### config.mk
export PLATFORM = sky130hd
export DESIGN_NAME = apb_cmd_master
export DESIGN_NICKNAME = d
export VERILOG_FILES = /design/src/rtl/apb_cmd_master.sv
export SDC_FILE = /design/constraint.sdc
export NUM_CORES = 1
export LEC_CHECK = 0
export ABC_AREA = 1
export CELL_PAD_IN_SITES_DETAIL_PLACEMENT = 0
export CELL_PAD_IN_SITES_GLOBAL_PLACEMENT = 1
export CORE_MARGIN = 2
export CORE_UTILIZATION = 33
export DETAILED_ROUTE_END_ITERATION = 8
export MAX_ROUTING_LAYER = met4
export PLACE_DENSITY = 0.86
export RECOVER_POWER = 25
export SLEW_MARGIN = 0
export SYNTH_ARGS = -nofsm -noshare
export SYNTH_HDL_FRONTEND = slang
export SYNTH_SLANG_ARGS = --single-unit
### constraint.sdc
create_clock -name PCLK -period 3.87 [get_ports PCLK]
set_clock_uncertainty 0.05 [all_clocks]
set_input_delay 0.9675 -clock PCLK [delete_from_list [all_inputs] [get_ports PCLK]]
set_output_delay 0.9675 -clock PCLK [all_outputs]
set_load 0.05 [all_outputs]
### src/rtl/apb_cmd_master.sv
// Single-outstanding APB3 requester: takes one command on a valid/ready port,
// runs SETUP/ACCESS with wait states and a timeout, returns a registered response.
module apb_cmd_master #(
    parameter int APB_WIDTH      = 32,
    parameter int ADDR_WIDTH     = 8,
    parameter int TIMEOUT_CYCLES = 16
) (
    input  logic                  PCLK,
    input  logic                  PRESETN,
    input  logic                  CMD_VALID,
    output logic                  CMD_READY,
    input  logic                  CMD_WRITE,
    input  logic [ADDR_WIDTH-1:0] CMD_ADDR,
    input  logic [APB_WIDTH-1:0]  CMD_WDATA,
    output logic                  RSP_VALID,
    input  logic                  RSP_READY,
    output logic [APB_WIDTH-1:0]  RSP_RDATA,
    output logic                  RSP_ERR,
    output logic                  RSP_TIMEOUT,
    output logic                  PSEL,
    output logic                  PENABLE,
    output logic                  PWRITE,
    output logic [ADDR_WIDTH-1:0] PADDR,
    output logic [APB_WIDTH-1:0]  PWDATA,
    input  logic [APB_WIDTH-1:0]  PRDATA,
    input  logic                  PREADY,
    input  logic                  PSLVERR,
    output logic                  BUSY
);

    typedef enum logic [1:0] {IDLE, SETUP, ACCESS, RESP} state_t;

    localparam logic [15:0] TO_LIM = 16'(TIMEOUT_CYCLES);

    state_t      state;
    logic [15:0] wait_cnt;
    logic        to_hit;

    // Abort on the ACCESS cycle that would make the count reach the limit;
    // PREADY is checked first so a same-cycle completion still succeeds.
    assign to_hit = (TIMEOUT_CYCLES != 0) && (wait_cnt == TO_LIM - 16'd1);

    always_ff @(posedge PCLK) begin
        if (!PRESETN) begin
            state       <= IDLE;
            wait_cnt    <= '0;
            CMD_READY   <= 1'b0;
            RSP_VALID   <= 1'b0;
            RSP_RDATA   <= '0;
            RSP_ERR     <= 1'b0;
            RSP_TIMEOUT <= 1'b0;
            PSEL        <= 1'b0;
            PENABLE     <= 1'b0;
            PWRITE      <= 1'b0;
            PADDR       <= '0;
            PWDATA      <= '0;
            BUSY        <= 1'b0;
        end else begin
            case (state)
                IDLE: begin
                    if (CMD_VALID && CMD_READY) begin
                        PWRITE    <= CMD_WRITE;
                        PADDR     <= CMD_ADDR;
                        PWDATA    <= CMD_WDATA;
                        PSEL      <= 1'b1;
                        PENABLE   <= 1'b0;
                        CMD_READY <= 1'b0;
                        BUSY      <= 1'b1;
                        wait_cnt  <= '0;
                        state     <= SETUP;
                    end else begin
                        CMD_READY <= 1'b1;
                    end
                end
                SETUP: begin
                    PENABLE <= 1'b1;
                    state   <= ACCESS;
                end
                ACCESS: begin
                    if (PREADY) begin
                        RSP_RDATA   <= PWRITE ? '0 : PRDATA;
                        RSP_ERR     <= PSLVERR;
                        RSP_TIMEOUT <= 1'b0;
                        RSP_VALID   <= 1'b1;
                        PSEL        <= 1'b0;
                        PENABLE     <= 1'b0;
                        state       <= RESP;
                    end else if (to_hit) begin
                        RSP_RDATA   <= '0;
                        RSP_ERR     <= 1'b1;
                        RSP_TIMEOUT <= 1'b1;
                        RSP_VALID   <= 1'b1;
                        PSEL        <= 1'b0;
                        PENABLE     <= 1'b0;
                        state       <= RESP;
                    end else begin
                        wait_cnt <= wait_cnt + 16'd1;
                    end
                end
                RESP: begin
                    if (RSP_READY) begin
                        RSP_VALID <= 1'b0;
                        CMD_READY <= 1'b1;
                        BUSY      <= 1'b0;
                        state     <= IDLE;
                    end
                end
                default: state <= IDLE;
            endcase
        end
    end

endmodule

==> results.md, run 1 <==
* Fraction of power consumed by the clock network at 0.315
* Buffer depth of the longest clock path at 2
* Total congestion overflow after global routing at 0
* Mean cell area of the mapped netlist at ~7.1 sq um
* P_int at 2.37 mW
* Kind of end point of the critical path: flop
* H-tree levels at 3
* Sort of element at the start of the critical path: primary input
* Fin crit period at 3.01 ns
* Max-slew violation total from the final report at 0
* Drt total wl at approximately 12000 microns
* Number of failing setup endpoints in the final timing report at 0
* Placed wire-length estimate at 8740 microns
* Setup total negative slack at 0 ns
* DIE AREA at between 10000 and 15000 sq um
* Hold path start: RSP_TIMEOUT$_SDFFE_PN0P_
* Weighted congestion at the end of routability-driven global placement at 0.832
* Arr. time, crit path at 3.13 ns
* Cts bufs inserted at 9
* Ant diodes at 0
* Seq/Total Area, Yosys at 0.462
* Placement Rows at 41
* Count of port buffers added during placement at about 160
* Endpoint required time on the critical path at between 3 and 4 ns
* Master of the slowest instance on the critical path: clkbuf_2
* Worst Hold Depth at 2
* Fraction of final layout cells with drive strength greater than 1 at 0.0430
* Vias in the first global route at 4151
* Number of top-level pins at 159
* Clock tree from TritonCTS: yes
* Number of buffers inserted by post-CTS setup repair at 0
* Global-route total usage across every layer at 0.184
* Number of DRC markers after the initial detailed-route iteration at roughly 240
* Most used cells in the layout excluding fill and tap cells: nand2_1, clkdlybuf4s50_1, dfxtp_1
* Most frequent standard cell in the layout excluding fill and tap cells: nand2_1
* Worst Hold End: RSP_TIMEOUT$_SDFFE_PN0P_
* WL per Instance at 13.5 microns
* Maximum capacitance violations at 0
* TritonCTS sink count at between 90 and 100
* Final worst-path cycle share at 0.778
* Sw power at between 1 and 1.5 mW
* Area of the core at 12600 sq um
* RR Endpoint: wait_cnt[2]$_SDFFE_PN0P_
* Yosys cell types at 23
* Relative slew slack at 0.351
* Final #Nets at 824
* Mapped Area at 4240 sq um
* Critical Path Fanout Max at 46
* Area growth from synthesis to layout at 48.4%
* Cell-by-cell trace of the critical path: dlygate4sd3_1, buf_4, inv_1, clkbuf_2, a21oi_1
* Number of flip-flops and latches in the synthesized netlist at 98
* Startpoint-to-endpoint class of the critical path: primary input to flop
* Utilization after layout at 0.501
* Cell chosen for the clock root: clkbuf_16
* Net switching fraction of the power at 0.359
* Delay contributed by the slowest stage of the critical path at 0.85 ns
* VDD IR-drop max at 344 uV
* Power density of the placed cells at 588 nW/um^2
* Remaining antenna violation count at 0
* Maximum number of pins on one net before global-route repair at 52
* Wire length of the first global-routing pass at around 20000 microns
* Result of the run: complete, no violations
* Initial antenna violation count at 0
* Count of filler cells inserted in the layout at 1235
* Critical register-to-register path startpoint: state[0]$_SDFFE_PN0P_
* Horizontal die dimension at 117 microns
* Clock slew seen by the registers of the worst setup and hold paths at roughly 0.070 ns
* Count of yosys warnings during synthesis at 0
* Placed instance area at slightly below 6000 sq um
* DRC errors left at 0
* Starting density of the core at 0.338
* Footprint of the flip-flops and latches at 1960 sq um
* Post-Synthesis Cells at 599
* Leakage power at 2.31 nW
* Number of buffers and inverters on the critical path at 4
* Max Freq at 0.332 GHz
* Worst R2R Path Depth at 6
* Hold/Removal Path Class: flop to flop
* Routed via count divided by cell count at 4.69
* Vertical die dimension at around 120 microns
* Crit-path leading delay family: buffers and inverters
* RSZ-0062 raised after global routing: false
* Minimum setup slack among reg-to-reg paths at 1.40 ns
* TritonRoute pass-1 iters at 4
* Multi-input logic area at ~1900 sq um
* Post-CTS Resized at 0
* Measured slew at the worst slew-check pin at 0.973 ns
* Net count of the mapped netlist at 684
* Clock latency reported for the late side of the worst-skew pair at 0.34 ns
* Quantity of hold-fixing buffers added after cts at 0
* Final hold violation count at 0
* Post-layout instance area at 6290 sq um
* Sequential power share at 0.334
* Relative contribution of combinational cells to total power at 0.351
* Vias at 4293
worst register-to-register path, delay by kind of cell, from the launching register on:
family / cells / cell delay (ns)
flip-flops: 1 / 0.34
adder cells (fa/ha/maj): 1 / 0.67
buffers and inverters: 1 / 0.13
AND/OR/NAND/NOR: 3 / 1.06
AO/OA/AOI/OAI: 1 / 0.14
state kept, by name, summed over array words and instances (netlist names), 2 cells and up:
signal	flops
state	2
wait_cnt	16
RSP_RDATA	32
PWDATA	32
PADDR	8
synthesized netlist by cell type:
library cell	number	area [sq um]
nand2_1	195	732
dfxtp_1	98	1960
a21oi_1	90	450
nand3_1	47	235
nor2_1	46	173
inv_1	40	150
nand4_1	17	106
clkbuf_1	13	48.8
buf_2	12	60.1
o21ai_0	9	45.0
buf_1	6	22.5
ha_1	6	75.1
buf_6	4	45.0
nor2_2	3	18.8
buf_4	2	15.0
nand3_2	2	20.0
nand3_4	2	35.0
nor3_1	2	10.0
and2_1	1	6.26
clkinv_1	1	3.75
inv_4	1	6.26
nand2_2	1	6.26
o21ai_4	1	16.3
power by group through the flow:
stage / Combinational [mW] / Clock [mW] / Sequential (mW)
CTS: 1.31 / 1.19 / 1.24
detailed placement: 1.30 / 0 / 1.26
finish: 1.30 / 1.17 / 1.24
global route: 1.41 / 1.23 / 1.26
global placement: 1.28 / 0 / 1.26
floorplan: 0.542 / 0 / 1.61
how the worst max path moves through the flow:
stage / start / end / slack [ns] / depth (start not counted)
floorplan: PRESETN / PWDATA[10]$_SDFFE_PN0P_ / 1.92 / 5
global placement: PREADY / wait_cnt[14]$_SDFFE_PN0P_ / 1.12 / 6
detailed placement: CMD_VALID / wait_cnt[11]$_SDFFE_PN0P_ / 1.05 / 7
CTS: CMD_READY$_SDFFE_PN0P_ / CMD_READY / 1.24 / 1
global route: PRESETN / RSP_RDATA[26]$_SDFFE_PN0P_ / 0.70 / 5
finish: PRESETN / PADDR[6]$_SDFFE_PN0P_ / 0.86 / 5
metrics by stage:
stage                     instances  setup slack, ns  hold slack (ns)  power [mW]
after CTS                       916             1.24            0.399        3.74
after global routing            916            0.696            0.445        3.90
after detailed placement        900             1.05            0.389        2.56
after global placement          900             1.12            0.384        2.54
final                           916            0.861            0.397        3.70
after floorplan                 599             1.92            0.415        2.15
layout make-up:
type                    count  area share
clock buffers              10      0.0380
clock inverters             6      0.0252
inverters                  42      0.0254
multi-input cells         422       0.306
flip-flops and latches     98       0.312
well taps                 172      0.0342
repair buffers            166       0.260
cells by family (layout without fill, tap and decap cells):
logic type | Yosys count | in the layout | synth area share
and+or+nand+nor | 316 | 316 | 0.316
AOI/OAI and AO/OA | 100 | 100 | 0.121
adders and majority gates | 6 | 6 | 0.0177
buffers and inverters | 79 | 224 | 0.0829
DFF | 98 | 98 | 0.462
layer usage:
| layer | share of wire | GRT usage |
|---|---|---|
| met4 | 0.0087 | 0.0422 |
| met5 | 0 | - |
| met1 | 0.44 | 0.218 |
| met2 | 0.49 | 0.304 |
| met3 | 0.069 | 0.0598 |
(Power assumes the default switching activity.)
==> run 2, diff against run 1 <==
- CORE_UTILIZATION: 33 -> 30
- PLACE_DENSITY: 0.86 -> 0.79
- clock period: 3.87 -> 3.1 ns (I/O delays scaled with it)
==> run 2 against run 1 <==
The run now ends with max-capacitance violations, max-slew violations left; power is 18% higher; clock-buffer cell count stayed put; register-to-register slack worse by 0.77 ns; routed wire length is 1.2% lower; worst hold slack better by 0.0088 ns; flip-flop and latch count stayed put; largest power group unchanged; non-clock buffer count is 1 lower; utilization is 5.0 points lower.
==> results.md, run 2 (synthesis results as in run 1) <==
* Setup slack of the critical path after layout at 0.431 ns (was 0.861 ns)
* Area of the core at 13800 sq um (was 12600 sq um)
* Buffer depth of the longest clock path at 2 (unchanged)
* Count of cell instances traversed by the critical path at 5 (unchanged)
* Placement Rows at 43 (was 41)
* Vias in the first global route at 4062 (was 4151)
* Number of top-level pins at 159 (unchanged)
* Final worst-path cycle share at 0.861
* Arr. time, crit path at 2.77 ns (was 3.13 ns)
* Measured slew at the worst slew-check pin at 1.55 ns (was 0.973 ns)
* H-tree levels at 3 (unchanged)
* Most frequent standard cell in the layout excluding fill and tap cells: nand2_1 (unchanged)
* Max-slew violation total from the final report at 83 (was 0)
* Relative slew slack at -0.0349 (was 0.351)
* Biggest regs: PWDATA: 32 flops, RSP_RDATA: 32 flops, wait_cnt: 16 flops (unchanged)
* Ant diodes at 0 (unchanged)
* Number of failing setup endpoints in the final timing report at 0 (unchanged)
* Count of placed standard cells in the final layout, fillers left out at 922 (was 916)
* Most used cells in the layout excluding fill and tap cells: nand2_1, clkdlybuf4s50_1, dfxtp_1 (unchanged)
* Hold/Removal Path Class: flop to flop (unchanged)
* DIE AREA at 15100 sq um (was 13800 sq um)
* # placed instances at 907 (was 900)
* Master of the slowest instance on the critical path: buf_2 (was clkbuf_2)
* Kind of end point of the critical path: flop (unchanged)
* Crit-path leading delay family: buffers and inverters (unchanged)
* Placed instance area at 5940 sq um (was 5920 sq um)
* Count of port buffers added during placement at 158 (unchanged)
* Maximum number of pins on one net before global-route repair at 83 (was 52)
* Remaining antenna violation count at 0 (unchanged)
* Vias at 4288 (was 4293)
* Area growth from synthesis to layout at 46.9% (was 48.4%)
* Capturing instance or port of the critical path: PWDATA[25]$_SDFFE_PN0P_ (was PADDR[6]$_SDFFE_PN0P_)
* Hold path start: RSP_TIMEOUT$_SDFFE_PN0P_ (unchanged)
* Sort of element at the start of the critical path: primary input (unchanged)
* Delay contributed by the slowest stage of the critical path at 1.10 ns (was 0.85 ns)
* TritonRoute pass-1 iters at 5 (was 4)
* Global-route total usage across every layer at 0.163 (was 0.184)
* Cts bufs inserted at 9 (unchanged)
* Critical Path Fanout Max at 82 (was 46)
* Fraction of final layout cells with drive strength greater than 1 at 0.0391 (was 0.0430)
* Clock slew seen by the registers of the worst setup and hold paths at 0.07 ns (about the same)
* RR Endpoint: RSP_ERR$_SDFFE_PN0P_ (was wait_cnt[2]$_SDFFE_PN0P_)
* Post-layout instance area at 6230 sq um (was 6290 sq um)
* TritonCTS sink count at 98 (unchanged)
* Maximum capacitance violations at 1 (was 0)
* Power density of the placed cells at 701 nW/um^2 (was 588 nW/um^2)
* Cell chosen for the clock root: clkbuf_16 (unchanged)
* Post-CTS Resized at 0 (unchanged)
* Endpoint required time on the critical path at 3.20 ns (was 3.99 ns)
* Starting density of the core at 0.307 (was 0.338)
* Worst R2R Path Depth at 7 (was 6)
* Startpoint of the most critical setup path: PRESETN (unchanged)
* RSZ-0062 raised after global routing: false (unchanged)
* Number of DRC markers after the initial detailed-route iteration at 228 (was 242)
* Wire length of the first global-routing pass at 19100 microns (was 20500 microns)
* Fin crit period at 2.67 ns
* VDD IR-drop max at 485 uV (was 344 uV)
* Result of the run: complete, but fails checks (was complete, no violations)
* Number of buffers inserted by post-CTS setup repair at 0 (unchanged)
* DRC errors left at 0 (unchanged)
* Vertical die dimension at 123 microns (was 117 microns)
* Clock latency reported for the late side of the worst-skew pair at 0.35 ns (was 0.34 ns)
* Leakage power at 2.27 nW (was 2.31 nW)
* WL per Instance at 13.3 microns (was 13.5 microns)
* Quantity of hold-fixing buffers added after cts at 0 (unchanged)
* Initial antenna violation count at 0 (unchanged)
* Count of filler cells inserted in the layout at 1358 (was 1235)
* Drt total wl at 12200 microns (was 12400 microns)
* Setup total negative slack at 0 ns (unchanged)
* Horizontal die dimension at 123 microns (was 117 microns)
* Cell-by-cell trace of the critical path: clkdlybuf4s50_1, buf_4, inv_1, buf_2, a21oi_1 (was dlygate4sd3_1, buf_4, inv_1, clkbuf_2, a21oi_1)
* Weighted congestion at the end of routability-driven global placement at 0.834 (was 0.832)
* Violations in the final reports: max-capacitance violations, max-slew violations
* Startpoint-to-endpoint class of the critical path: primary input to flop (unchanged)
* Placed wire-length estimate at 8510 microns (was 8740 microns)
* Final hold violation count at 0 (unchanged)
* Final #Nets at 823 (was 824)
* Pre-CTS WS at 0.565 ns (was 1.05 ns)
* Routed via count divided by cell count at 4.65 (was 4.69)
* Max Freq at between 0.3 and 0.4 GHz
* Total congestion overflow after global routing at 0 (unchanged)
* Number of buffers and inverters on the critical path at 4 (unchanged)
* Clock tree from TritonCTS: yes (unchanged)
* Critical register-to-register path startpoint: state[0]$_SDFFE_PN0P_ (unchanged)
* Minimum setup slack among reg-to-reg paths at 0.63 ns (was 1.40 ns)
-- run 2: power breakdown --
group / switching [mW] / internal [mW]
Clock: 0.485 / 0.711
Combinational: 1.07 / 0.561
Sequential: 0.114 / 1.43
-- run 2: area by class of cell --
cell class / instances / area [sq um] / area share
clock buffer: 10 / 229 / 0.0367
clock inverter: 5 / 87.6 / 0.0141
inverter: 42 / 160 / 0.0257
multi-input combinational: 422 / 1920 / 0.309
sequential: 98 / 1960 / 0.315
tap: 180 / 225 / 0.0361
timing repair buffer: 165 / 1640 / 0.264
-- run 2: worst min-delay path, cell delays in order (launching register included) --
cell and delay [ns]:
dfxtp_1 0.31, inv_1 0.05, a21oi_1 0.05
-- run 2: worst min-delay path by stage --
| stage | to | slack, ns | cells past startpoint |
|---|---|---|---|
| after floorplan | wait_cnt[4]$_SDFFE_PN0P_ | 0.42 | 2 |
| after global placement | RSP_TIMEOUT$_SDFFE_PN0P_ | 0.39 | 2 |
| after detailed placement | RSP_TIMEOUT$_SDFFE_PN0P_ | 0.40 | 2 |
| after CTS | RSP_TIMEOUT$_SDFFE_PN0P_ | 0.41 | 2 |
| after global routing | RSP_TIMEOUT$_SDFFE_PN0P_ | 0.42 | 2 |
| final | RSP_TIMEOUT$_SDFFE_PN0P_ | 0.41 | 2 |
-- run 2: through the flow --
step | hold slack (ns) | power [mW] | util
6_report | 0.406 | 4.37 | 0.451
5_1_grt | 0.420 | 4.63 | 0.451
4_1_cts | 0.408 | 4.43 | 0.452
3_5_place_dp | 0.399 | 3.21 | 0.429
3_3_place_gp | 0.393 | 3.19 | 0.429
2_1_floorplan | 0.415 | 2.69 | -
-- run 2: per-layer routing --
layer | global-route usage | wire [microns] | vias up
li1 | - | - | 2202
met1 | 0.192 | 5230 | 1934
met2 | 0.260 | 5770 | 140
met3 | 0.0613 | 1020 | 12
met4 | 0.0489 | 223 | 0
met5 | - | 0 | -
